[config.mk]
export PLATFORM = sky130hd
export DESIGN_NAME = imm_rotate_encoder_flat
export DESIGN_NICKNAME = d
export VERILOG_FILES = /design/src/rtl/imm_rotate_encoder_pkg.sv /design/src/rtl/imm_rotate_encoder_if.sv /design/src/rtl/imm_rotate_encoder_rol_even.sv /design/src/rtl/imm_rotate_encoder.sv /design/src/flat_wrapper.sv
export SDC_FILE = /design/constraint.sdc
export NUM_CORES = 1
export LEC_CHECK = 0
export ABC_AREA = 1
export ABC_CLOCK_PERIOD_IN_PS = 5200
export CAP_MARGIN = 20
export CORE_MARGIN = 2
export CORE_UTILIZATION = 60
export CTS_CLUSTER_SIZE = 8
export DETAILED_ROUTE_END_ITERATION = 7
export PLACE_DENSITY_LB_ADDON = 0.08
export SYNTH_ARGS = -nofsm -noshare
export SYNTH_HDL_FRONTEND = slang
export SYNTH_SLANG_ARGS = --single-unit
[constraint.sdc]
create_clock -name clk -period 5.2 [get_ports clk]
set_clock_uncertainty 0.2 [all_clocks]
set_input_delay 0.78 -clock clk [delete_from_list [all_inputs] [get_ports clk]]
set_output_delay 0.78 -clock clk [all_outputs]
set_load 0.02 [all_outputs]
[src/rtl/imm_rotate_encoder_pkg.sv]
// Shared types and constants for the rotate-immediate encoder and the operand-2 decoder.
// Holds widths, FSM state encoding, shifter codes and the {rot, imm8} operand layout.
package imm_rotate_encoder_pkg;

  localparam int WORD_WIDTH            = 32;
  localparam int SHIFTER_OPERAND_WIDTH = 12;
  localparam int ROT_STEPS             = 16;
  localparam int ROT_WIDTH             = 4;
  localparam int IMM_WIDTH             = 8;

  typedef enum logic [1:0] {
    IDLE,
    SEARCH,
    INV_SEARCH,
    PUBLISH
  } enc_state_e;

  // Shift-type codes as seen by the operand-2 decoder.
  typedef logic [1:0] shift_code_t;
  localparam shift_code_t SHIFT_LSL = 2'b00;
  localparam shift_code_t SHIFT_LSR = 2'b01;
  localparam shift_code_t SHIFT_ASR = 2'b10;
  localparam shift_code_t SHIFT_ROR = 2'b11;

  typedef struct packed {
    logic [ROT_WIDTH-1:0] rot;
    logic [IMM_WIDTH-1:0] imm8;
  } shifter_operand_t;

endpackage

[src/rtl/imm_rotate_encoder_if.sv]
// Request/result bundle of the rotate-immediate encoder.
// master drives start/value_in; slave (the encoder) returns status and the encoded operand.
interface imm_rotate_encoder_if;
  import imm_rotate_encoder_pkg::*;

  logic                             start;
  logic [WORD_WIDTH-1:0]            value_in;
  logic                             busy;
  logic                             done;
  logic                             valid;
  logic [SHIFTER_OPERAND_WIDTH-1:0] shift_operand_out;
  logic                             inverted;

  modport master (
    output start, value_in,
    input  busy, done, valid, shift_operand_out, inverted
  );

  modport slave (
    input  start, value_in,
    output busy, done, valid, shift_operand_out, inverted
  );

endinterface

[src/rtl/imm_rotate_encoder_rol_even.sv]
// Purpose: combinational 32-bit rotate-left by an even amount 2*rot.
// Latency: zero cycles. Backpressure: none, pure function of its inputs.
module imm_rotate_encoder_rol_even
  import imm_rotate_encoder_pkg::*;
(
  input  logic [WORD_WIDTH-1:0] value,
  input  logic [ROT_WIDTH-1:0]  rot,
  output logic [WORD_WIDTH-1:0] result
);

  logic [ROT_WIDTH:0] amt;

  assign amt = {rot, 1'b0};

  // A zero amount shifts the right half out by a full word, which yields zero.
  assign result = (value << amt) | (value >> (6'(WORD_WIDTH) - {1'b0, amt}));

endmodule

[src/rtl/imm_rotate_encoder.sv]
// Purpose: find the smallest rot with value == ror(imm8, 2*rot); IMM_ENC_INVERT_EN adds an MVN (~value) pass.
// Latency: done in cycle rot+2 after start; miss 17 cycles (33 with IMM_ENC_INVERT_EN).
// Backpressure: none; start is ignored while busy, results hold until the next accepted start.
module imm_rotate_encoder
  import imm_rotate_encoder_pkg::*;
(
  input  logic                clk,
  input  logic                rst,
  imm_rotate_encoder_if.slave bus
);

  enc_state_e            state_q, state_d;
  logic [ROT_WIDTH-1:0]  rot_q, rot_d;
  logic [WORD_WIDTH-1:0] value_q, value_d;
  logic [WORD_WIDTH-1:0] search_word;
  logic [WORD_WIDTH-1:0] cand;
  shifter_operand_t      operand_q, operand_d;
  logic                  valid_q, valid_d;
  logic                  done_q, done_d;
  logic                  hit;
  logic                  last_rot;
`ifdef IMM_ENC_INVERT_EN
  logic                  inv_q, inv_d;
`endif

`ifdef IMM_ENC_INVERT_EN
  assign search_word = (state_q == INV_SEARCH) ? ~value_q : value_q;
`else
  assign search_word = value_q;
`endif

  imm_rotate_encoder_rol_even u_rol_even (
    .value  (search_word),
    .rot    (rot_q),
    .result (cand)
  );

  // Rotating left by 2*rot undoes ror(imm8, 2*rot); a hit leaves only the low byte set.
  assign hit      = (cand[WORD_WIDTH-1:IMM_WIDTH] == '0);
  assign last_rot = (rot_q == ROT_WIDTH'(ROT_STEPS - 1));

  always_comb begin
    state_d   = state_q;
    rot_d     = rot_q;
    value_d   = value_q;
    operand_d = operand_q;
    valid_d   = valid_q;
    done_d    = 1'b0;
`ifdef IMM_ENC_INVERT_EN
    inv_d     = inv_q;
`endif
    case (state_q)
      IDLE: begin
        if (bus.start) begin
          state_d   = SEARCH;
          rot_d     = '0;
          value_d   = bus.value_in;
          operand_d = '0;
          valid_d   = 1'b0;
`ifdef IMM_ENC_INVERT_EN
          inv_d     = 1'b0;
`endif
        end
      end
      SEARCH: begin
        if (hit) begin
          state_d   = PUBLISH;
          done_d    = 1'b1;
          valid_d   = 1'b1;
          operand_d = '{rot: rot_q, imm8: cand[IMM_WIDTH-1:0]};
        end else if (last_rot) begin
`ifdef IMM_ENC_INVERT_EN
          state_d = INV_SEARCH;
          rot_d   = '0;
`else
          state_d = PUBLISH;
          done_d  = 1'b1;
`endif
        end else begin
          rot_d = rot_q + ROT_WIDTH'(1);
        end
      end
`ifdef IMM_ENC_INVERT_EN
      INV_SEARCH: begin
        if (hit) begin
          state_d   = PUBLISH;
          done_d    = 1'b1;
          valid_d   = 1'b1;
          inv_d     = 1'b1;
          operand_d = '{rot: rot_q, imm8: cand[IMM_WIDTH-1:0]};
        end else if (last_rot) begin
          state_d = PUBLISH;
          done_d  = 1'b1;
        end else begin
          rot_d = rot_q + ROT_WIDTH'(1);
        end
      end
`endif
      PUBLISH: begin
        state_d = IDLE;
      end
      default: begin
        state_d = IDLE;
      end
    endcase
  end

  always_ff @(posedge clk or negedge rst) begin
    if (!rst) begin
      state_q   <= IDLE;
      rot_q     <= '0;
      value_q   <= '0;
      operand_q <= '0;
      valid_q   <= 1'b0;
      done_q    <= 1'b0;
`ifdef IMM_ENC_INVERT_EN
      inv_q     <= 1'b0;
`endif
    end else begin
      state_q   <= state_d;
      rot_q     <= rot_d;
      value_q   <= value_d;
      operand_q <= operand_d;
      valid_q   <= valid_d;
      done_q    <= done_d;
`ifdef IMM_ENC_INVERT_EN
      inv_q     <= inv_d;
`endif
    end
  end

  assign bus.busy              = (state_q != IDLE);
  assign bus.done              = done_q;
  assign bus.valid             = valid_q;
  assign bus.shift_operand_out = operand_q;
`ifdef IMM_ENC_INVERT_EN
  assign bus.inverted          = inv_q;
`else
  assign bus.inverted          = 1'b0;
`endif

endmodule

[src/flat_wrapper.sv]
// flat-port wrapper written by rule: the top's interface ports become plain ports
module imm_rotate_encoder_flat import imm_rotate_encoder_pkg::*;
  (clk, rst, bus_start, bus_value_in, bus_busy, bus_done, bus_valid, bus_shift_operand_out, bus_inverted);
  imm_rotate_encoder_if bus_i ();
  input  logic clk;
  input  logic rst;
  input wire logic [$bits(bus_i.start)-1:0] bus_start;
  input wire logic [$bits(bus_i.value_in)-1:0] bus_value_in;
  output wire logic [$bits(bus_i.busy)-1:0] bus_busy;
  output wire logic [$bits(bus_i.done)-1:0] bus_done;
  output wire logic [$bits(bus_i.valid)-1:0] bus_valid;
  output wire logic [$bits(bus_i.shift_operand_out)-1:0] bus_shift_operand_out;
  output wire logic [$bits(bus_i.inverted)-1:0] bus_inverted;
  assign bus_i.start = bus_start;
  assign bus_i.value_in = bus_value_in;
  assign bus_busy = bus_i.busy;
  assign bus_done = bus_i.done;
  assign bus_valid = bus_i.valid;
  assign bus_shift_operand_out = bus_i.shift_operand_out;
  assign bus_inverted = bus_i.inverted;
  imm_rotate_encoder u_core (.clk(clk), .rst(rst), .bus(bus_i));
endmodule
# Word-level counts from Yosys, hierarchy flattened
# Index checks and enable logic that the tools add are counted.
# word_totals
ff_bits,52
in_bits,35
out_inout_bits,16
wordCells,44
# op_classes
addsub,2
eq_ne,7
n_shift,2
mux,17
n_bitwise,1
reduce_logical,8
# ops
cell,count
bitwise OR 32 bit,1
<< shifter 32 x 5 -> 32 bit,1
>> shifter 32 x 6 -> 32 bit,1
zero test 24 bit,1
two-way mux 12 bit,2
one-hot mux 12 bit (2 select lines),1
two-way mux 4 bit,3
one-hot mux 4 bit (2 select lines),1
two-way mux 2 bit,3
"inequality test 2 bit, second input constant",3
"subtractor 6 x 5 -> 6 bit, first input constant",1
two-way mux 1 bit,5
"adder 4 x 1 -> 4 bit, second input constant",1
"== test 4 bit, second input constant",1
one-hot mux 2 bit (2 select lines),1
AND reduction 2 bit,2
AND reduction 4 bit,1
nonzero test 2 bit,2
"inequality test 3 x 1 -> 1 bit, second input constant",1
AND reduction 3 bit,1
"== test 2 x 1 -> 1 bit, second input constant",1
zero test 2 bit,1
"inequality test 2 x 1 -> 1 bit, second input constant",1
one-hot mux 1 bit (2 select lines),1

# Longest topological paths before layout
# depth
word_depth,6
mapped_depth,21

# Cells and area by module
# A second synthesis with hierarchy kept.
# hier_totals
cells_unflattened,833
hier_area_um2,4986.0
# modules_own_cells
module,instances,cells_each,area_per_inst_um2,seq_area_each_um2
imm_rotate_encoder_rol_even,1,547,2641.3,0.0
imm_rotate_encoder,1,286,2344.7,1301.2

# Least setup slack after synthesis
# OpenSTA, ideal clock, no wires.
# synth_path
kind,register to register
from,reg u_core.rot_q[1]
to,reg u_core.operand_q (netlist bit u_core.bus.shift_operand_out[10])
setup_time_ns,0.129
arrival_time_ns,2.781
setup_slack_ns,2.090
stages_incl_launch_ff,21
path_buffers,4
period_less_slack_ns,3.110
path_cell_list,dfrtp_1 inv_1 buf_2 buf_1 ha_1 inv_1 clkbuf_1 nand3_1 nand2_1 nand2_1 nand2_1 nand2_1 nor2_1 nand2_1 nand2_1 nand2_1 nor2_2 nand3_2 buf_6 nand3_1 o21ai_2
# synth_via
elab_chain_len,6
elab_cells_between_ends,7
cone_classes,add/sub: 1; eq/ne: 1; shift: 2; bitwise: 1; reduce/logical: 2
# synth_rtl
element,line_no,source
"start, declared",imm_rotate_encoder.sv:13,"logic [ROT_WIDTH-1:0] rot_q, rot_d;"
"start signal, assigned",imm_rotate_encoder.sv:121,rot_q <= rot_d;
subtractor 6 x 5 -> 6 bit,imm_rotate_encoder_rol_even.sv:16,"assign result = (value << amt) | (value >> (6'(WORD_WIDTH) - {1'b0, amt}));"
>> shifter 32 x 6 -> 32 bit,imm_rotate_encoder_rol_even.sv:16,
bitwise OR 32 bit (*),imm_rotate_encoder_rol_even.sv:16,
zero test 24 bit (*),imm_rotate_encoder.sv:39,assign hit = (cand[WORD_WIDTH-1:IMM_WIDTH] == '0);
inequality test 2 x 1 -> 1 bit (no line) (*),n/a,
AND reduction 3 bit (no line) (*),n/a,
"end signal, assigned",imm_rotate_encoder.sv:123,operand_q <= operand_d;
"end, declared",imm_rotate_encoder.sv:17,"shifter_operand_t operand_q, operand_d;"
# Every way passes the cells marked *; elsewhere a longest branch is shown, timed or not.
# A chain may end at the register's enable or synchronous reset.

# Worst setup path after layout
# layout_path
from,reg u_core.rot_q[1]
to,reg u_core.operand_q (netlist bit u_core.bus.shift_operand_out[2])
# layout_via
elab_chain_len,6
elab_cells_between_ends,9
cone_classes,add/sub: 1; eq/ne: 1; shift: 2; mux: 2; bitwise: 1; reduce/logical: 2
# layout_rtl
element,line_no
subtractor 6 x 5 -> 6 bit,imm_rotate_encoder_rol_even.sv:16
>> shifter 32 x 6 -> 32 bit,imm_rotate_encoder_rol_even.sv:16
bitwise OR 32 bit (*),imm_rotate_encoder_rol_even.sv:16
zero test 24 bit,imm_rotate_encoder.sv:39
inequality test 2 x 1 -> 1 bit (no line),n/a
AND reduction 3 bit (no line),n/a
# Every way passes the cells marked *; elsewhere a longest branch is shown, timed or not. The select of a mux whose other input is x is not followed.

==> flow_summary_export.csv <==
group,metric,value,unit
status,outcome,"completed",
grt,grt_pass1_vias,4334,
logic_synthesis,synth_edf_count,0,
placed_design,dp_cells,814,
critical_path,cp_common_cell,"nand2_1",
sta,worst_pin_slew,0.926,ns
placed_design,io_buffer_count,49,
critical_path,crit_type,"register to register",
grt,overflow,0,
placed_design,globalplace.congestion,0.946,
route,route.met3.wl,982,µm
route,route.detailed.drc,0,
route,first_iter_violations,475,
die,die_w,88.0,µm
cts,cts.repair.resized,0,
critical_path,crit_fanout,31,
sta,setup_tns,0,ns
worst_hold_path,min_path_type,"input port to asynchronous set/reset pin",
sta,period_needed,3.91,ns
critical_path,cpPeakStageDelay,0.67,ns
cts,clock_latency,0.32,ns
critical_path,crit_arrival,3.96,ns
route,top_layer_used,"met4",
logic_synthesis,ys_types,32,
final_layout,final_cells,823,
sta,rsz0062_at_grt,"no",
logic_synthesis,synth_async_sr_flop_share,100,%
logic_synthesis,syn_nets,739,
final_layout,n_antenna_cell,0,
logic_synthesis,synth_top_cell_by_area,"dfrtp_1",
logic_synthesis,synth_common_cells,"nand2_1, nand3_1, dfrtp_1",
route,wl_met1,5.41,mm
route,wl,12.5,mm
route,vias,4855,
die,coreArea,6830,µm²
cts,clockBufferDepth,2,
cts,cts_num_sinks,52,
sta,fin_crit_sh,75.2,%
cts,cts-root-buf,"clkbuf_8",
final_layout,drive_gt1_share,6.60,%
logic_synthesis,yosys_most_used_dff,"dfrtp_1",
grt,antenna_found_initial,0,
route,vias_per_cell,5.90,
logic_synthesis,synth.most_common_cell,"nand2_1",
route,wl_per_cell,15.2,µm
job,drv_cap,0,
final_layout,nets,763,
final_layout,syn2layout_area_growth,13.7,%
sta,drv_slew,0,
grt,grt_usage,34.3,%
placed_design,dp_hpwl,9.18,mm
die,die_area,7750,µm²
final_layout,seq_area,1300,µm²
cts,cts_tree,"built",
critical_path,critPathBufInv,3,
critical_path,crit_chain,"buf_4, inv_1, ha_1, inv_1, nand3_1, nand2_1, nand2_1, nand2_1, nand2_1, nor2_1, nand2_1, nand2_1, nand2_1, nor2_2, nand3_2, nand2_2, nand3_1, nand2_1",
sta,hold_viol,0,
cts,cts_setup_buffers,0,
die,io_pins,51,
final_layout,stdcell_area,4820,µm²
logic_synthesis,yosys_warnings,0,
logic_synthesis,synth_area_leaders,"dfrtp_1, nand2_1, nand3_1, nor2_1, nand2_2",
route,dr.pass1.iters,5,
logic_synthesis,synth.top_cell.area_share,30.7,%
route,wl_met2,5.90,mm
critical_path,worst_setup_path_start_kind,"register",
cts,cts_buffers,5,
logic_synthesis,synth.avg_cell_area,6.04,µm²
die,start_util,62.0,%
cts,path_clk_slew,0.11,ns
placed_design,place_area,4690,µm²
logic_synthesis,syn_area,4240,µm²
critical_path,crit_family,"simple AND/OR/NAND/NOR gates",
grt,grt_pass1_wl,21.1,mm
sta,clock.fmax,256,MHz
die,die_height,88.0,µm
cts,postCtsHoldBufs,0,
sta,setup_viol,0,
critical_path,crit_required,5.25,ns
logic_synthesis,synth-seq-area-share,30.7,%
grt,grt_max_degree,53,
critical_path,cpMaxStageDelayCell,"inv_1",
logic_synthesis,synthCells,702,
route,antenna_left,0,
final_layout,multi_input_area,2650,µm²
sta,relSlewSlack,38.2,%
die,fp-row-count,30,
critical_path,end_kind,"register",
logic_synthesis,ys_ff_latch,52,
final_layout,fillers,620,
cts,htree_levels,2,
routing by layer:
layer / up-vias / global-route usage (%)
met4: 0 / 7.85
met2: 273 / 57.7
met3: 22 / 4.62
met1: 2211 / 47.3
met5: - / 0
li1: 2349 / -
placed cells by master, fill, tap and decap left out, drive strengths merged:
| cell | count |
|---|---|
| a21oi | 14 |
| o311ai | 1 |
| nand3b | 2 |
| o211ai | 3 |
| o21bai | 2 |
| ha | 2 |
| o221ai | 6 |
| o31ai | 2 |
| dfrtp | 52 |
| nand4 | 9 |
| nand2 | 340 |
| inv | 21 |
| bufinv | 1 |
| a31oi | 2 |
| nand3 | 126 |
| nor2 | 41 |
| buf | 9 |
| clkinv | 1 |
| clkbuf | 5 |
| and2 | 7 |
| conb | 1 |
| clkdlybuf4s50 | 48 |
| xnor2 | 1 |
| clkinvlp | 1 |
| o21ai | 30 |
state kept, by name, summed over array words and instances (netlist names):
| name | cells |
|---|---|
| u_core.bus.done | 1 |
| u_core.bus.shift_operand_out | 12 |
| u_core.bus.valid | 1 |
| u_core.rot_q | 4 |
| u_core.search_word | 32 |
| u_core.state_q | 2 |
kinds of logic (layout without fill, tap and decap cells):
kind of cell | after synthesis | count (layout) | share of synthesized area [%]
xor gates and xnor gates | 1 | 1 | 0.384
AOI/OAI and AO/OA | 60 | 60 | 8.53
DFF | 52 | 52 | 30.7
buffers and inverters | 61 | 86 | 6.82
other | 1 | 1 | 0.0885
adders and majority gates | 2 | 2 | 0.590
and+or+nand+nor | 525 | 525 | 52.9
metrics by stage:
stage               hold slack, ns  utilization, %  setup slack, ns
global route                 0.309            70.5            0.860
detailed placement           0.286            68.6             1.41
global placement             0.266            68.6             1.52
finish                       0.268            70.5             1.29
CTS                          0.311            70.3             1.36
floorplan                    0.261               -             2.09
final cells by class:
cell class	count	share of cell area (%)
tap	96	2.49
multi-input combinational	589	55.0
clock buffer	5	1.43
inverter	21	1.64
clock inverter	3	0.883
sequential	52	27.0
timing repair buffer	57	11.6
final timing paths:
kind / slack, ns / endpoint / from / depth (start not counted)
max: 1.29 / u_core.bus.shift_operand_out[2] / u_core.rot_q[1] / 18
min: 0.27 / u_core.search_word[30] / rst / 1
max reg2reg: 1.29 / u_core.bus.shift_operand_out[2] / u_core.rot_q[1] / 18
min reg2reg: 0.31 / u_core.search_word[9] / u_core.search_word[9] / 2
max in group asynchronous: 3.96 / u_core.search_word[4] / rst / 2
min in group clk: 0.31 / u_core.search_word[9] / u_core.search_word[9] / 2
Power is left out: the tool's default activity adds up to more than one toggle a clock period on the data nets, which glitch-free logic cannot reach.
